--- src/rtl/led_matrix_column_scanner.sv ---
// Column scanner for the 5x7 LED matrix.
// Takes a Y-symmetric image as three 7-bit column vectors and drives the
// five physical columns one at a time. Each slot begins with a few dark
// cycles so the previous column does not ghost into the next one. The image
// is latched once per frame, so a frame always shows a single image.
//
// Handshake: there is no valid/ready pair. The col_* inputs are sampled only
// on the cycle a frame snapshot is taken, which is the cycle before
// frame_start is high. Every output is a register that is valid on every
// cycle after reset.
module led_matrix_column_scanner #(
   parameter int TICKS_PER_COLUMN = 5000,
   parameter int BLANK_TICKS      = 2
) (
   input  logic       clk,
   input  logic       rst_n,
   input  logic       enable,
   input  logic [6:0] col_2,
   input  logic [6:0] col_1,
   input  logic [6:0] col_0,
   output logic [4:0] column_n,
   output logic [6:0] row_n,
   output logic [2:0] active_column,
   output logic       frame_start
);

   localparam int TW = $clog2(TICKS_PER_COLUMN);
   localparam logic [TW-1:0] TICK_LAST  = TW'(TICKS_PER_COLUMN - 1);
   localparam logic [TW-1:0] BLANK_LAST = (BLANK_TICKS > 0) ? TW'(BLANK_TICKS - 1) : '0;
   localparam logic [2:0]    LAST_COL   = 3'd4;

   typedef enum logic [1:0] {
      S_IDLE  = 2'd0,
      S_BLANK = 2'd1,
      S_DRIVE = 2'd2
   } state_t;

   state_t          r_state;
   logic [TW-1:0]   r_tick;
   logic [2:0]      r_col;
   logic [20:0]     r_snap;      // {col_2, col_1, col_0}
   logic            r_fs;
   logic [4:0]      r_column_n;
   logic [6:0]      r_row_n;

   state_t          w_state_nx;
   state_t          w_slot_start;
   logic [TW-1:0]   w_tick_nx;
   logic [2:0]      w_col_nx;
   logic [20:0]     w_snap_nx;
   logic            w_fs_nx;
   logic [6:0]      w_sel;
   logic [4:0]      w_column_n_nx;
   logic [6:0]      w_row_n_nx;

   // Next-state logic. The outputs are computed from the next state, so they
   // are registered and line up with the state they describe.
   always_comb begin
      w_slot_start  = (BLANK_TICKS == 0) ? S_DRIVE : S_BLANK;
      w_state_nx    = r_state;
      w_tick_nx     = r_tick;
      w_col_nx      = r_col;
      w_snap_nx     = r_snap;
      w_fs_nx       = 1'b0;
      w_sel         = 7'd0;
      w_column_n_nx = 5'b11111;
      w_row_n_nx    = 7'b1111111;

      if (!enable) begin
         // Disable has priority over a wrap that happens on the same edge,
         // so no frame_start pulse is produced.
         w_state_nx = S_IDLE;
         w_tick_nx  = '0;
         w_col_nx   = 3'd0;
      end else begin
         case (r_state)
            S_IDLE: begin
               w_snap_nx  = {col_2, col_1, col_0};
               w_col_nx   = 3'd0;
               w_tick_nx  = '0;
               w_fs_nx    = 1'b1;
               w_state_nx = w_slot_start;
            end
            S_BLANK: begin
               w_tick_nx = r_tick + 1'b1;
               if (r_tick == BLANK_LAST) begin
                  w_state_nx = S_DRIVE;
               end
            end
            S_DRIVE: begin
               if (r_tick == TICK_LAST) begin
                  w_tick_nx  = '0;
                  w_state_nx = w_slot_start;
                  if (r_col == LAST_COL) begin
                     // End of frame: start over at column 0 with a new image.
                     w_col_nx  = 3'd0;
                     w_snap_nx = {col_2, col_1, col_0};
                     w_fs_nx   = 1'b1;
                  end else begin
                     w_col_nx = r_col + 3'd1;
                  end
               end else begin
                  w_tick_nx = r_tick + 1'b1;
               end
            end
            default: begin
               w_state_nx = S_IDLE;
               w_tick_nx  = '0;
               w_col_nx   = 3'd0;
            end
         endcase
      end

      // The image is Y-symmetric: outer columns share col_2, the next pair
      // shares col_1, and the centre column uses col_0.
      case (w_col_nx)
         3'd0, 3'd4: w_sel = w_snap_nx[20:14];
         3'd1, 3'd3: w_sel = w_snap_nx[13:7];
         default:    w_sel = w_snap_nx[6:0];
      endcase

      if (w_state_nx == S_DRIVE) begin
         w_column_n_nx = ~(5'b00001 << w_col_nx);
         w_row_n_nx    = ~w_sel;
      end
   end

   // State and output registers. Reset has priority over every other event.
   always_ff @(posedge clk) begin
      if (!rst_n) begin
         r_state    <= S_IDLE;
         r_tick     <= '0;
         r_col      <= 3'd0;
         r_snap     <= '0;
         r_fs       <= 1'b0;
         r_column_n <= 5'b11111;
         r_row_n    <= 7'b1111111;
      end else begin
         r_state    <= w_state_nx;
         r_tick     <= w_tick_nx;
         r_col      <= w_col_nx;
         r_snap     <= w_snap_nx;
         r_fs       <= w_fs_nx;
         r_column_n <= w_column_n_nx;
         r_row_n    <= w_row_n_nx;
      end
   end

   assign column_n      = r_column_n;
   assign row_n         = r_row_n;
   assign active_column = r_col;
   assign frame_start   = r_fs;

endmodule

--- config.mk ---
export PLATFORM = sky130hd
export DESIGN_NAME = led_matrix_column_scanner
export DESIGN_NICKNAME = d
export VERILOG_FILES = /design/src/rtl/led_matrix_column_scanner.sv
export SDC_FILE = /design/constraint.sdc
export NUM_CORES = 1
export LEC_CHECK = 0
export BUFFER_PORTS_ARGS = -buffer_cell sky130_fd_sc_hd__buf_2
export CAP_MARGIN = 30
export CORE_MARGIN = 4
export CORE_UTILIZATION = 30
export DETAILED_ROUTE_END_ITERATION = 8
export SYNTH_ARGS = -nofsm -noshare
export SYNTH_HDL_FRONTEND = slang
export SYNTH_SLANG_ARGS = --single-unit
export TNS_END_PERCENT = 20
--- constraint.sdc ---
create_clock -name clk -period 7.02 [get_ports clk]
set_input_delay 0 -clock clk [delete_from_list [all_inputs] [get_ports clk]]
set_output_delay 0 -clock clk [all_outputs]
set_load 0.02 [all_outputs]
; ---- Yosys cells after proc, flatten, opt, wreduce, memory -nomap -nowiden
; Cells that the tools add are included.
[op_classes]
reduce_logical = 6
muxes = 18
shifts = 1
n_eq_ne = 9
add_sub_neg = 2
bitwise = 2
[op_table]
columns = cell, n
row1 = $mux W21, 3
row2 = $pmux W21 S2, 1
row3 = $pmux W13 S2, 1
row4 = $pmux W7 S2, 1
row5 = $add A13 B1 Y13 const B, 1
row6 = $eq A13 B1 Y1 const B, 1
row7 = $eq A13 B13 Y1 const B, 1
row8 = $mux W13, 1
row9 = $mux W3, 3
row10 = $not A7 Y7, 1
row11 = $eq A3 B3 Y1 const B, 2
row12 = $mux W2, 3
row13 = $pmux W2 S3, 1
row14 = $pmux W3 S2, 1
row15 = $not A5 Y5, 1
row16 = $shl A1 B3 Y5 const A, 1
row17 = $eq A2 B2 Y1 const B, 2
row18 = $reduce_and A2 Y1, 2
row19 = $reduce_or A2 Y1, 2
row20 = $add A3 B1 Y3 const B, 1
row21 = $eq A3 B1 Y1 const B, 1
row22 = $eq A3 B2 Y1 const B, 1
row23 = $logic_not A3 Y1, 1
row24 = $eq A2 B1 Y1 const B, 1
row25 = other kinds (3), 4
[totals]
output_inout_bits = 16
ff_bits = 52
wordCells = 45
in_bits = 24

; ---- Logic depth before layout (Yosys ltp)
[depth]
word_depth = 9
depth_mapped = 10
ltp_nobuf = 8

; ---- Worst setup path after synthesis
; OpenSTA, ideal clock, no wires.
[synth_path]
path_kind = register to register
startpoint = reg r_tick[0]
endpoint = reg r_row_n[0] (netlist: row_n[0])
arrival_ns = 2.124
n_path_buf = 1
path_slack_ns = 4.823
setup_ns = 0.073
synth_period_minus_slack_ns = 2.197
path_stages_with_launch = 9
required_ns = 6.947
cell_sequence = dfxtp_1 -> ha_1 -> and4_4 -> and4_1 -> buf_6 -> mux2_2 -> a31oi_2 -> o22ai_1 -> o211ai_2
[synth_between]
elab_chain_len = 8
word_cells_on_any_way = 22
cone_classes = eq/ne: 6 / mux: 11 / bitwise: 1 / reduce/logical: 4
[synth_lines]
columns = element, line
row1 = from (decl), 39  ; logic [TW-1:0] r_tick;
row2 = from (signal assigned), 140  ; r_tick <= w_tick_nx;
row3 = $eq A13 B13 Y1, 91  ; if (r_tick == TICK_LAST) begin
row4 = $mux W3, 91
row5 = $pmux W3 S2, 76  ; case (r_state)
row6 = $mux W3, 69  ; if (!enable) begin
row7 = "$eq A3 B1 Y1, or another cell as far along", 116  ; case (w_col_nx)
row8 = $reduce_or A2 Y1, 116
row9 = $pmux W7 S2, 116
row10 = $not A7 Y7, 124  ; w_row_n_nx = ~w_sel;
row11 = to (signal assigned), 145  ; r_row_n <= w_row_n_nx;
row12 = to (decl), 44  ; logic [6:0] r_row_n;
; Several ways; a longest one is shown, not always the timed one.
; A chain may end at the register's enable or synchronous reset.

; ---- Final worst setup path
; Ends and elaborated chain as after synthesis.

==> impl_metrics.toml <==
[place]
place_worst_setup_slack_ns = 4.37
routabilityCongestion = 0.800
post-place-cells = 383
port_buffers = 39
dpl_cell_area_um2 = 2700
hpwl_mm = 3.95

[global_routing]
antenna_found_initial = 0
track_usage = 0.118
grt_pass1_vias = 1993
grt_pass1_wl_mm = 9.55
grt_max_degree = 28
grt.overflow.total = 0

[timing]
tns_ns = 0
fin_skew_ns = 0.00860
worst_pin_slew_ns = 0.694
setup_slack_ns = 4.35
period_share = 0.381
setup_viol = 0
fmax_mhz = 374
hold_violations = 0
max_slew_margin = 0.534
rsz0062_at_grt = "no"
slew_viol_final = 0
layout_min_cycle_time_ns = 2.67

[clocking]
h-tree-depth = 2
clockRootBuffer = "clkbuf_8"
clockBufferDepth = 2
clock_latency_ns = 0.30
numCtsBuffers = 5
clock-sinks = 52
clkTransAtPathRegs_ns = 0.10
cts_resized = 0
cts_tree = "yes"

[worst_setup_path]
crit_path_max_fanout = 8
worstReg2RegEnd = "row_n[0]$_SDFF_PN1_"
r2r_start = "r_tick[0]$_SDFF_PN0_"
criticalPathCategory = "reg -> reg"
worst-r2r-setup-slack_ns = 4.35
critPathRequiredTime_ns = 7.18
critPathLaunchType = "flop"
cp_slowest_cell = "dfxtp_1"
crit_path_max_incr_delay_ns = 0.43
cp_data_arrival_time_ns = 2.84
endpoint_kind = "flop"
crit_chain = "ha_1, and4_4, and4_1, a31oi_1, nor3_2, or2_1, o211ai_2"
ff2ff_path_depth = 7

[floorplan]
rows = 32
die_y_um = 98.6
coreArea_um2 = 7850
die_w_um = 98.6
num_io_pins = 40
initial_core_util = 0.313
die_area_um2 = 9710

[synthesis]
ys_ff_latch = 52
synth-warning-count = 0
synth_area_per_cell_um2 = 9.65
synth.area.top_cells = "dfxtp_1, a22oi_1, nor2b_1"
netlist_instances = 255
synth_area_um2 = 2460
ys_types = 51
synth_area_leader_cell = "dfxtp_1"
yosysTopAreaCellShare = 0.423
syn_nets = 287
ys_seq_area_frac = 0.423

[layout]
design_area_um2 = 2890
fin_util = 0.368
drive_gt1_frac = 0.237
stdcell_count = 401
nets = 330
fillers = 801
antenna_cells = 0
area_delta_synth_final_pct = 17.5

[drt]
firstDrtPassIters = 6
routedWlPerCell_um = 13.8
drt_iter0_markers = 91
postRouteAntennaNets = 0
vias_per_cell = 4.99
num_vias = 1999
routed_wl_mm = 5.52
drc = 0

[power]
leakage_nw = 1.05
peakVddDrop_v = 0.0000651
p_per_area_nw_per_um2 = 181

[hold_path]
whs_endpoint = "r_snap[12]$_SDFF_PN0_"
hold_start = "col_1[5]"
hold_path.class = "in -> reg"
whs_path_depth = 3

[flow_run]
maxCapViolations = 0

[status]
status = "complete, no violations"
-- critical path: cells and delay by family (launching register included) --
| family | cells | cell delay (ns) |
|---|---|---|
| and+or+nand+nor | 4 | 1.50 |
| adders and majority gates | 1 | 0.27 |
| DFF | 1 | 0.43 |
| AOI/OAI and AO/OA | 2 | 0.34 |
-- cell usage in the layout (no fill, tap or decap), drive strengths merged, types with 4 or more instances in the layout --
cell type	instances
nand3	7
buf	40
and2	5
o22ai	8
a21oi	4
a22oi	20
and3	11
o211ai	9
dfxtp	52
clkbuf	5
and4	4
o21ai	11
inv	9
dlygate4sd3	10
nand4	5
nand2	14
nor2	19
nor2b	21
ha	8
xor2	8
-- kinds of logic after synthesis --
group / synth area share
XOR/XNOR: 0.0392
AO/OA/AOI/OAI: 0.202
flip-flops: 0.423
buffers and inverters: 0.0488
AND/OR/NAND/NOR: 0.237
adder cells (fa/ha/maj): 0.0407
multiplexers: 0.00865
-- per-stage QoR --
| stage | hold WS (ns) | total power [W] |
|---|---|---|
| floorplan | 0.128 | 0.000340 |
| global placement | 0.302 | 0.000354 |
| detailed placement | 0.310 | 0.000354 |
| CTS | 0.000511 | 0.000531 |
| global route | 0.0108 | 0.000550 |
| finish | 0.00538 | 0.000524 |
-- per-layer routing --
| layer | wire [µm] | up-vias | GRT usage | part of all wire |
|---|---|---|---|---|
| li1 | - | 1014 | - | - |
| met1 | 2660 | 940 | 0.158 | 0.48 |
| met2 | 2560 | 37 | 0.188 | 0.46 |
| met3 | 205 | 8 | 0.0212 | 0.037 |
| met4 | 95 | 0 | 0.0483 | 0.017 |
| met5 | 0 | - | 0 | 0 |
-- sequential cells by signal, summed over array words and instances, names as in the netlist --
| signal | count |
|---|---|
| r_tick | 13 |
| frame_start | 1 |
| row_n | 7 |
| active_column | 3 |
| r_snap | 21 |
| column_n | 5 |
| r_state | 2 |
-- cell usage after synthesis (all sizes together) --
cell           instances
dfxtp                 52
nor2b                 21
a22oi                 20
nor2                  19
nand2                 14
and3                  11
o21ai                 11
o211ai                 9
ha                     8
inv                    8
o22ai                  8
xor2                   8
clkbuf                 7
nand3                  7
buf                    6
and2                   5
nand4                  5
a21oi                  4
and4                   4
nand3b                 3
xnor2                  3
a31oi                  2
nor3                   2
o311a                  2
o31a                   2
or3b                   2
a221oi                 1
a311oi                 1
a32oi                  1
a41oi                  1
clkdlybuf4s18          1
mux2                   1
mux2i                  1
nor4                   1
nor4b                  1
o22a                   1
or2                    1
or3                    1
-- area by class of cell --
| type | instances | area [µm²] | area share |
|---|---|---|---|
| clock buffer | 5 | 68.8 | 0.0238 |
| clock inverter | 3 | 22.5 | 0.00779 |
| inverter | 8 | 30.0 | 0.0104 |
| multi-input combinational | 181 | 1300 | 0.449 |
| sequential | 52 | 1040 | 0.360 |
| tap | 102 | 128 | 0.0441 |
| timing repair buffer | 50 | 303 | 0.105 |
-- power by group --
part	internal (W)	switching (W)	leakage [nW]	total (W)
sequential	0.000302	0.00000235	0.423	0.000305
combinational	0.0000225	0.0000243	0.579	0.0000468
clock	0.0000716	0.000101	0.0485	0.000173
total	0.000397	0.000128	1.05	0.000524
-- worst max path at each step --
| stage | start | endpoint | slack (ns) | cells past startpoint |
|---|---|---|---|---|
| floorplan | r_tick[0]$_SDFF_PN0_ | row_n[0]$_SDFF_PN1_ | 4.82 | 8 |
| global placement | r_tick[0]$_SDFF_PN0_ | row_n[0]$_SDFF_PN1_ | 4.48 | 7 |
| detailed placement | r_tick[0]$_SDFF_PN0_ | row_n[3]$_SDFF_PN1_ | 4.37 | 7 |
| CTS | r_tick[0]$_SDFF_PN0_ | row_n[0]$_SDFF_PN1_ | 4.35 | 7 |
| global route | r_tick[0]$_SDFF_PN0_ | row_n[0]$_SDFF_PN1_ | 4.11 | 7 |
| finish | r_tick[0]$_SDFF_PN0_ | row_n[0]$_SDFF_PN1_ | 4.35 | 7 |
-- timing repair --
action,in CTS,in global routing
hold buffers,10,0
endpoints found under the hold margin,10,0
setup buffers,0,0
Power figures use the tool's default switching activity.
